[config.mk]
export PLATFORM = sky130hd
export DESIGN_NAME = pipeline_ctrl_flat
export DESIGN_NICKNAME = d
export VERILOG_FILES = /design/src/rtl/cpu_types_pkg.sv /design/src/rtl/pipeline_ctrl_if.sv /design/src/rtl/load_use_detect.sv /design/src/rtl/pipeline_ctrl.sv /design/src/flat_wrapper.sv
export SDC_FILE = /design/constraint.sdc
export NUM_CORES = 1
export LEC_CHECK = 0
export CORE_ASPECT_RATIO = 0.8
export CORE_UTILIZATION = 45
export CTS_CLUSTER_DIAMETER = 80
export DETAILED_ROUTE_END_ITERATION = 12
export PLACE_DENSITY_LB_ADDON = 0.12
export RECOVER_POWER = 25
export SETUP_SLACK_MARGIN = 0.1
export SLEW_MARGIN = 10
export SYNTH_ARGS = -nofsm -noshare
export SYNTH_HDL_FRONTEND = slang
export SYNTH_SLANG_ARGS = --single-unit
[constraint.sdc]
create_clock -name CLK -period 5.37 [get_ports CLK]
set_input_delay 1.074 -clock CLK [delete_from_list [all_inputs] [get_ports CLK]]
set_output_delay 1.074 -clock CLK [all_outputs]
set_load 0.01 [all_outputs]
[src/rtl/cpu_types_pkg.sv]
// Shared CPU datapath types: register index type and pipeline sequencer state.
package cpu_types_pkg;

  typedef logic [4:0] regbits_t;

  typedef enum logic [1:0] {
    RUN    = 2'd0,
    DWAIT  = 2'd1,
    DRAIN  = 2'd2,
    HALTED = 2'd3
  } pctrl_state_t;

  // Per-stage strobes, bit order matches the stage order front to back.
  typedef struct packed {
    logic pc_en;
    logic ifid_en;
    logic idex_en;
    logic exmem_en;
    logic memwb_en;
    logic ifid_flush;
    logic idex_flush;
    logic exmem_flush;
  } strobes_t;

endpackage

[src/rtl/pipeline_ctrl_if.sv]
// Hazard inputs from the stage registers and enable/flush strobes back to them.
interface pipeline_ctrl_if #(
  parameter int REG_W = 5,
  parameter int CNT_W = 16
);
  logic             ihit;
  logic             dhit;
  logic             mem_ren;
  logic             mem_wen;
  logic             mem_redirect;
  logic             mem_halt;
  logic             wb_halt;
  logic             ex_memread;
  logic [REG_W-1:0] ex_wsel;
  logic [REG_W-1:0] id_rs;
  logic [REG_W-1:0] id_rt;

  logic             pc_en;
  logic             ifid_en;
  logic             idex_en;
  logic             exmem_en;
  logic             memwb_en;
  logic             ifid_flush;
  logic             idex_flush;
  logic             exmem_flush;
  logic             halt;
  logic [CNT_W-1:0] stall_cnt;

  modport master (
    output ihit, dhit, mem_ren, mem_wen, mem_redirect, mem_halt, wb_halt,
           ex_memread, ex_wsel, id_rs, id_rt,
    input  pc_en, ifid_en, idex_en, exmem_en, memwb_en,
           ifid_flush, idex_flush, exmem_flush, halt, stall_cnt
  );

  modport slave (
    input  ihit, dhit, mem_ren, mem_wen, mem_redirect, mem_halt, wb_halt,
           ex_memread, ex_wsel, id_rs, id_rt,
    output pc_en, ifid_en, idex_en, exmem_en, memwb_en,
           ifid_flush, idex_flush, exmem_flush, halt, stall_cnt
  );
endinterface

[src/rtl/load_use_detect.sv]
// Flags a load in EX whose destination feeds an operand of the instruction in ID.
module load_use_detect
  import cpu_types_pkg::*;
#(
  parameter int REG_W = $bits(regbits_t)
) (
  input  logic             ex_memread,
  input  logic [REG_W-1:0] ex_wsel,
  input  logic [REG_W-1:0] id_rs,
  input  logic [REG_W-1:0] id_rt,
  output logic             hazard
);

  // r0 is hardwired to zero, so a load targeting it can never be a dependency.
  assign hazard = ex_memread && (ex_wsel != '0) &&
                  ((ex_wsel == id_rs) || (ex_wsel == id_rt));

endmodule

[src/rtl/pipeline_ctrl.sv]
// Central 5-stage pipeline sequencer: stage enables/flushes, halt drain, stall counter.
module pipeline_ctrl
  import cpu_types_pkg::*;
#(
  parameter int CNT_W = 16,
  parameter int REG_W = $bits(regbits_t)
) (
  input  logic          CLK,
  input  logic          RST,
  pipeline_ctrl_if.slave bus
);

  pctrl_state_t     state_q, state_d;
  pctrl_state_t     rr_state;
  strobes_t         rr, st;
  logic             hazard;
  logic             dwait;
  logic             halt_q;
  logic [CNT_W-1:0] stall_cnt_q, stall_cnt_d;

  load_use_detect #(.REG_W(REG_W)) u_lud (
    .ex_memread (bus.ex_memread),
    .ex_wsel    (bus.ex_wsel),
    .id_rs      (bus.id_rs),
    .id_rt      (bus.id_rt),
    .hazard     (hazard)
  );

  assign dwait = (bus.mem_ren || bus.mem_wen) && !bus.dhit;

  // Strobes once the data memory is no longer blocking; shared by RUN and the DWAIT exit cycle.
  always_comb begin
    rr       = '0;
    rr_state = RUN;
    if (bus.mem_halt) begin
      rr          = '{pc_en: 1'b0, ifid_en: 1'b1, idex_en: 1'b1, exmem_en: 1'b1,
                      memwb_en: 1'b1, ifid_flush: 1'b1, idex_flush: 1'b1,
                      exmem_flush: 1'b0};
      rr_state    = DRAIN;
    end else if (bus.mem_redirect) begin
      rr          = '1;
    end else if (hazard) begin
      rr.idex_en    = 1'b1;
      rr.exmem_en   = 1'b1;
      rr.memwb_en   = 1'b1;
      rr.idex_flush = 1'b1;
    end else if (!bus.ihit) begin
      rr.ifid_en    = 1'b1;
      rr.idex_en    = 1'b1;
      rr.exmem_en   = 1'b1;
      rr.memwb_en   = 1'b1;
      rr.ifid_flush = 1'b1;
    end else begin
      rr = '{pc_en: 1'b1, ifid_en: 1'b1, idex_en: 1'b1, exmem_en: 1'b1,
             memwb_en: 1'b1, ifid_flush: 1'b0, idex_flush: 1'b0, exmem_flush: 1'b0};
    end
  end

  always_comb begin
    st      = '0;
    state_d = state_q;
    case (state_q)
      RUN: begin
        if (dwait) begin
          state_d = DWAIT;
        end else begin
          st      = rr;
          state_d = rr_state;
        end
      end
      DWAIT: begin
        if (bus.dhit) begin
          st      = rr;
          state_d = rr_state;
        end
      end
      DRAIN: begin
        st = '{pc_en: 1'b0, ifid_en: 1'b1, idex_en: 1'b1, exmem_en: 1'b1,
               memwb_en: 1'b1, ifid_flush: 1'b1, idex_flush: 1'b1, exmem_flush: 1'b0};
      end
      HALTED: st = '0;
      default: state_d = RUN;
    endcase
    if (bus.wb_halt) state_d = HALTED;
    if (RST)         st      = '0;
  end

  always_comb begin
    stall_cnt_d = stall_cnt_q;
    if (!st.pc_en && (state_q != HALTED) && (stall_cnt_q != '1))
      stall_cnt_d = stall_cnt_q + CNT_W'(1);
  end

  always_ff @(posedge CLK or posedge RST) begin
    if (RST) begin
      state_q     <= RUN;
      halt_q      <= 1'b0;
      stall_cnt_q <= '0;
    end else begin
      state_q     <= state_d;
      halt_q      <= (state_d == HALTED);
      stall_cnt_q <= stall_cnt_d;
    end
  end

  assign bus.pc_en       = st.pc_en;
  assign bus.ifid_en     = st.ifid_en;
  assign bus.idex_en     = st.idex_en;
  assign bus.exmem_en    = st.exmem_en;
  assign bus.memwb_en    = st.memwb_en;
  assign bus.ifid_flush  = st.ifid_flush;
  assign bus.idex_flush  = st.idex_flush;
  assign bus.exmem_flush = st.exmem_flush;
  assign bus.halt        = halt_q;
  assign bus.stall_cnt   = stall_cnt_q;

endmodule

[src/flat_wrapper.sv]
// flat-port wrapper written by rule: the top's interface ports become plain ports
module pipeline_ctrl_flat import cpu_types_pkg::*;
#(
  parameter int CNT_W = 16,
  parameter int REG_W = $bits(regbits_t)
)
  (CLK, RST, bus_ihit, bus_dhit, bus_mem_ren, bus_mem_wen, bus_mem_redirect, bus_mem_halt, bus_wb_halt, bus_ex_memread, bus_ex_wsel, bus_id_rs, bus_id_rt, bus_pc_en, bus_ifid_en, bus_idex_en, bus_exmem_en, bus_memwb_en, bus_ifid_flush, bus_idex_flush, bus_exmem_flush, bus_halt, bus_stall_cnt);
  pipeline_ctrl_if #(.REG_W(REG_W), .CNT_W(CNT_W)) bus_i ();
  input  logic CLK;
  input  logic RST;
  input wire logic [$bits(bus_i.ihit)-1:0] bus_ihit;
  input wire logic [$bits(bus_i.dhit)-1:0] bus_dhit;
  input wire logic [$bits(bus_i.mem_ren)-1:0] bus_mem_ren;
  input wire logic [$bits(bus_i.mem_wen)-1:0] bus_mem_wen;
  input wire logic [$bits(bus_i.mem_redirect)-1:0] bus_mem_redirect;
  input wire logic [$bits(bus_i.mem_halt)-1:0] bus_mem_halt;
  input wire logic [$bits(bus_i.wb_halt)-1:0] bus_wb_halt;
  input wire logic [$bits(bus_i.ex_memread)-1:0] bus_ex_memread;
  input wire logic [$bits(bus_i.ex_wsel)-1:0] bus_ex_wsel;
  input wire logic [$bits(bus_i.id_rs)-1:0] bus_id_rs;
  input wire logic [$bits(bus_i.id_rt)-1:0] bus_id_rt;
  output wire logic [$bits(bus_i.pc_en)-1:0] bus_pc_en;
  output wire logic [$bits(bus_i.ifid_en)-1:0] bus_ifid_en;
  output wire logic [$bits(bus_i.idex_en)-1:0] bus_idex_en;
  output wire logic [$bits(bus_i.exmem_en)-1:0] bus_exmem_en;
  output wire logic [$bits(bus_i.memwb_en)-1:0] bus_memwb_en;
  output wire logic [$bits(bus_i.ifid_flush)-1:0] bus_ifid_flush;
  output wire logic [$bits(bus_i.idex_flush)-1:0] bus_idex_flush;
  output wire logic [$bits(bus_i.exmem_flush)-1:0] bus_exmem_flush;
  output wire logic [$bits(bus_i.halt)-1:0] bus_halt;
  output wire logic [$bits(bus_i.stall_cnt)-1:0] bus_stall_cnt;
  assign bus_i.ihit = bus_ihit;
  assign bus_i.dhit = bus_dhit;
  assign bus_i.mem_ren = bus_mem_ren;
  assign bus_i.mem_wen = bus_mem_wen;
  assign bus_i.mem_redirect = bus_mem_redirect;
  assign bus_i.mem_halt = bus_mem_halt;
  assign bus_i.wb_halt = bus_wb_halt;
  assign bus_i.ex_memread = bus_ex_memread;
  assign bus_i.ex_wsel = bus_ex_wsel;
  assign bus_i.id_rs = bus_id_rs;
  assign bus_i.id_rt = bus_id_rt;
  assign bus_pc_en = bus_i.pc_en;
  assign bus_ifid_en = bus_i.ifid_en;
  assign bus_idex_en = bus_i.idex_en;
  assign bus_exmem_en = bus_i.exmem_en;
  assign bus_memwb_en = bus_i.memwb_en;
  assign bus_ifid_flush = bus_i.ifid_flush;
  assign bus_idex_flush = bus_i.idex_flush;
  assign bus_exmem_flush = bus_i.exmem_flush;
  assign bus_halt = bus_i.halt;
  assign bus_stall_cnt = bus_i.stall_cnt;
  pipeline_ctrl #(.CNT_W(CNT_W), .REG_W(REG_W)) u_core (.CLK(CLK), .RST(RST), .bus(bus_i));
endmodule
==> results.json <==
{
  "cts-root-buf": "clkbuf_4",
  "fp.coreArea_um2": 2270,
  "syn_inst": 118,
  "ys.flop_type": "dfrtp_1",
  "cts_setup_buffers": 0,
  "clock-sinks": 19,
  "instances_no_fill": 203,
  "n_antenna_cell": 0,
  "ys_types": 30,
  "p_leak_uw": 0.000675,
  "whs_path_depth": 1,
  "endpoint_kind": "output port",
  "power_density_nw_per_um2": 182,
  "antenna_found_initial": 0,
  "cts_buffers": 3,
  "worstReg2RegStart": "u_core.bus.stall_cnt[0]",
  "drt_first_pass_iters": 4,
  "synthToLayoutAreaGrowth_pct": 47.2,
  "cts.repair.resized": 0,
  "min_to": "u_core.bus.stall_cnt[7]",
  "synth_area_um2": 1140,
  "cts-htree-levels": 1,
  "die_width_um": 58.2,
  "pre_cts_ws_ps": 1060,
  "synth_top_area_share_pct": 41.9,
  "io_buffers": 49,
  "maxCapViolCount": 0,
  "insertion_delay_ps": 300,
  "slew_headroom_pct": 31.2,
  "post-dp-hpwl_um": 2160,
  "setup-violations-final": 0,
  "place_inst": 199,
  "tns_ps": 0,
  "chipHeight_um": 46.9,
  "cts_tree": "built",
  "hp-class": "reg2reg",
  "grt_pass1_wl_um": 4220,
  "drt_iter0_drc": 49,
  "cp.arrival_ps": 3470,
  "synth_edf_count": 0,
  "hold_viol_final": 0,
  "gr-total-overflow": 0,
  "worstMarginPinSlew_ps": 1030,
  "grt_max_degree": 21,
  "run_status": "complete, no violations",
  "ir_drop_mv": 0.211,
  "ys_seq_area_share_pct": 41.9,
  "yosysTopAreaCell": "dfrtp_1",
  "clockBufferDepth": 2,
  "fin_ws_ps": 824,
  "synth_most_common_cell": "dfrtp_1",
  "ys_seq_elements": 19,
  "yosysWarnings": 0,
  "avgSynthCellArea_um2": 9.63,
  "final.min_clock_period_ps": 4550,
  "grt_pass1_vias": 956,
  "holdCritStartpoint": "u_core.bus.stall_cnt[7]",
  "synth.area.top_cells": "dfrtp_1 (42%), xnor2_1 (11%), xor2_1 (8.5%)",
  "cp-start-kind": "primary input",
  "via_count": 1035,
  "slew_viol_final": 0,
  "fin_total_pwr_uw": 304,
  "ios": 50,
  "worstSetupPathType": "in2out",
  "fmax_mhz": 220,
  "path_clk_slew_ps": 100,
  "reg2reg_slack_ps": 3230,
  "ys_top_cells_by_count": "dfrtp_1 (19), xnor2_1 (14), nor2_1 (13), xor2_1 (11)",
  "drc": 0,
  "die_area_um2": 2730,
  "fp-row-count": 15,
  "synthesis.nets": 144,
  "rr_worst_depth": 6,
  "antenna_left": 0,
  "async_flop_share_pct": 100,
  "initial_core_util_pct": 50.0,
  "grt_usage_pct": 21.2,
  "rsz0062_at_grt": "false",
  "required_ps": 4300,
  "vias_per_cell": 5.10,
  "wire_per_inst_um": 13.4,
  "path_max_fanout": 20,
  "r2r_end": "u_core.bus.stall_cnt[1]",
  "drt_wl_total_um": 2720,
  "clock-skew-final_ps": 4.89,
  "holdWs_ps": 509,
  "fin_crit_sh_pct": 84.7,
  "nets": 196,
  "holdBufCountCts": 0,
  "place_congestion": 0.757,
  "drive_above_1_share_pct": 4.73
}
[sequential cells by signal, summed over array words and instances (netlist names)]
register / count
u_core.bus.halt: 1
u_core.bus.stall_cnt: 16
u_core.state_q: 2
[placed cells by master (no fill, tap or decap), drive strengths merged, types with 2 or more instances in the layout]
master / instances
clkdlybuf4s50: 48
dfrtp: 19
xnor2: 14
nor2: 13
xor2: 11
nand4: 10
nand2: 10
inv: 6
clkbuf: 5
nor3: 4
and3: 4
nand3: 3
a21oi: 3
o211ai: 2
o21ai: 2
[stage by stage]
stage | instance area (um^2) | utilization [%]
after floorplan | 1140 | -
after global placement | 1650 | 72.7
after detailed placement | 1650 | 72.7
after CTS | 1680 | 73.8
after global routing | 1670 | 73.7
final | 1670 | 73.7
[power breakdown]
part / leakage [uW] / switching [uW] / internal, uW
sequential: 0.000244 / 9.43 / 152
combinational: 0.000416 / 28.6 / 42.7
clock: 0.0000150 / 42.6 / 29.0
[layout make-up]
cell class / instances / area, um^2
Tap cell: 34 / 42.5
Multi-Input combinational cell: 90 / 612
Timing Repair Buffer: 50 / 494
Sequential cell: 19 / 475
Clock buffer: 4 / 26.3
Fill cell: 173 / 598
Inverter: 6 / 22.5
[per-layer routing]
layer	global-route usage (%)	up-vias	share of wire, %
met4	4.29	0	0.70
li1	-	510	-
met5	0	-	0
met1	25.0	487	46
met3	5.79	3	6.0
met2	39.8	35	48
[cell families after synthesis]
logic type | after synthesis | synth area share [%]
muxes | 1 | 0.991
xor gates and xnor gates | 25 | 19.3
buffers and inverters | 9 | 4.29
AOI/OAI and AO/OA | 13 | 10.1
DFF | 19 | 41.9
and+or+nand+nor | 50 | 22.4
adders and majority gates | 1 | 1.10
[worst max path at each step]
stage                     endpoint  depth (start not counted)           start
CTS                 bus_ifid_flush                          7  bus_ex_wsel[0]
floorplan           bus_ifid_flush                          5  bus_ex_wsel[0]
global route        bus_idex_flush                          6             RST
detailed placement  bus_ifid_flush                          7  bus_ex_wsel[0]
finish              bus_idex_flush                          6             RST
global placement    bus_ifid_flush                          7  bus_ex_wsel[0]
[critical path: stages]
cell,delay [ps]
dlygate4sd3_1,550
inv_1,60
clkbuf_1,760
nand2_1,240
a21oi_1,210
clkdlybuf4s50_1,570
No activity file was read; power rests on OpenSTA's default activity.
==> RTL edit, RTL diff (same flow settings) <==
`CNT_W` is set to 16 in 3 places; all go to 32.
--- a/src/rtl/pipeline_ctrl_if.sv
+++ b/src/rtl/pipeline_ctrl_if.sv
@@ -2,5 +2,5 @@
 interface pipeline_ctrl_if #(
   parameter int REG_W = 5,
-  parameter int CNT_W = 16
+  parameter int CNT_W = 32
 );
   logic             ihit;
--- a/src/rtl/pipeline_ctrl.sv
+++ b/src/rtl/pipeline_ctrl.sv
@@ -3,5 +3,5 @@
   import cpu_types_pkg::*;
 #(
-  parameter int CNT_W = 16,
+  parameter int CNT_W = 32,
   parameter int REG_W = $bits(regbits_t)
 ) (
--- a/src/flat_wrapper.sv
+++ b/src/flat_wrapper.sv
@@ -2,5 +2,5 @@
 module pipeline_ctrl_flat import cpu_types_pkg::*;
 #(
-  parameter int CNT_W = 16,
+  parameter int CNT_W = 32,
   parameter int REG_W = $bits(regbits_t)
 )
Ports: changed (resized bus_stall_cnt); port bits go from 50 to 66. No check against the original RTL was run, so the function may have changed too.
==> RTL edit against the unedited design <==
- wire length is 67% higher
- area after synthesis is 78% higher
- fmax is 5.6% higher
- non-clock buffer count is 18 higher
- synthesized cell count is 76% higher
- clock power grew to 3.0 times the old value
- first-iteration DRC count is 110% higher
- sequential cell count is 16 higher
- clock skew is 3.0 ps higher
- sequential power is 96% higher
- design area is 66% higher
- worst setup slack better by 240 ps
- total power is 130% higher
- sequential share of layout area is 3.0 points higher
- largest power group unchanged
==> RTL edit: results (changes against the unedited design) <==
Post-synth top cells - dfrtp_1, xor2_1, nand2_1
GR met3 Demand/Resource - 5.40% (-0.38 points)
area of the multi-input gates - 1040 sq um (+71%)
Placement Setup Slack - 1030 ps (-23.7 ps)
Synth Area in XOR/XNOR - 17.3% (-1.9 points)
non-clock buffer count - 68 (+36%)
minimum clock period - 4310 ps (-241 ps)
dpl cells - 323 (+62%)
outcome - complete, no violations
Max Freq - 232 MHz (+5.6%)
Pint - 0.493 mW (+120%)
nets - 299 (+53%)
Worst-path clk slew - 70 ps (-30 ps)
syn_area_per_cell - 9.71 sq um (+0.90%)
Crit path arrival time - 3230 ps (-240 ps)
CP Launch Point - bus_ex_wsel[0]
Worst VDD drop - 0.000132 V (-37%)
GPL Wtd Cong - 0.785 (+3.7%)
GR Layer Usage met1 - 28.3% (+3.3 points)
Clock buf/inv share - 3.73% (+2.2 points)
Worst path max stage delay - 540 ps (-220 ps)
fill count - 361 (+110%)
Seq pwr share - 45.6% (-7.4 points)
dominant cells by area after synthesis - dfrtp_1, xor2_1, xnor2_1
met2 WL - 2.05 mm (+58%)
DR WL/cell - 13.7 um (+2.2%)
## RTL edit: cell types whose count changed in the layout (fill, tap and decap cells not counted), sizes merged, moves of 9 or more
cell           change
nand3             +11
nor3              +15
nor4               +9
nand2             +10
dfrtp             +16
xor2              +18
clkdlybuf4s50     +16
## RTL edit: through the flow
| step | cell area, sq um | hold slack, ps | utilization (%) |
|---|---|---|---|
| 2_1_floorplan | 2020 | 515 | - |
| 3_3_place_gp | 2680 | 472 | 63.0 |
| 3_5_place_dp | 2680 | 481 | 63.0 |
| 4_1_cts | 2780 | 490 | 65.4 |
| 5_1_grt | 2780 | 508 | 65.4 |
| 6_report | 2780 | 490 | 65.4 |
## RTL edit: cell families after synthesis
family                     after synthesis
and+or+nand+nor                        104
xor gates and xnor gates                40
DFF                                     35
buffers and inverters                   14
AOI/OAI and AO/OA                       13
muxes                                    1
adders and majority gates                1
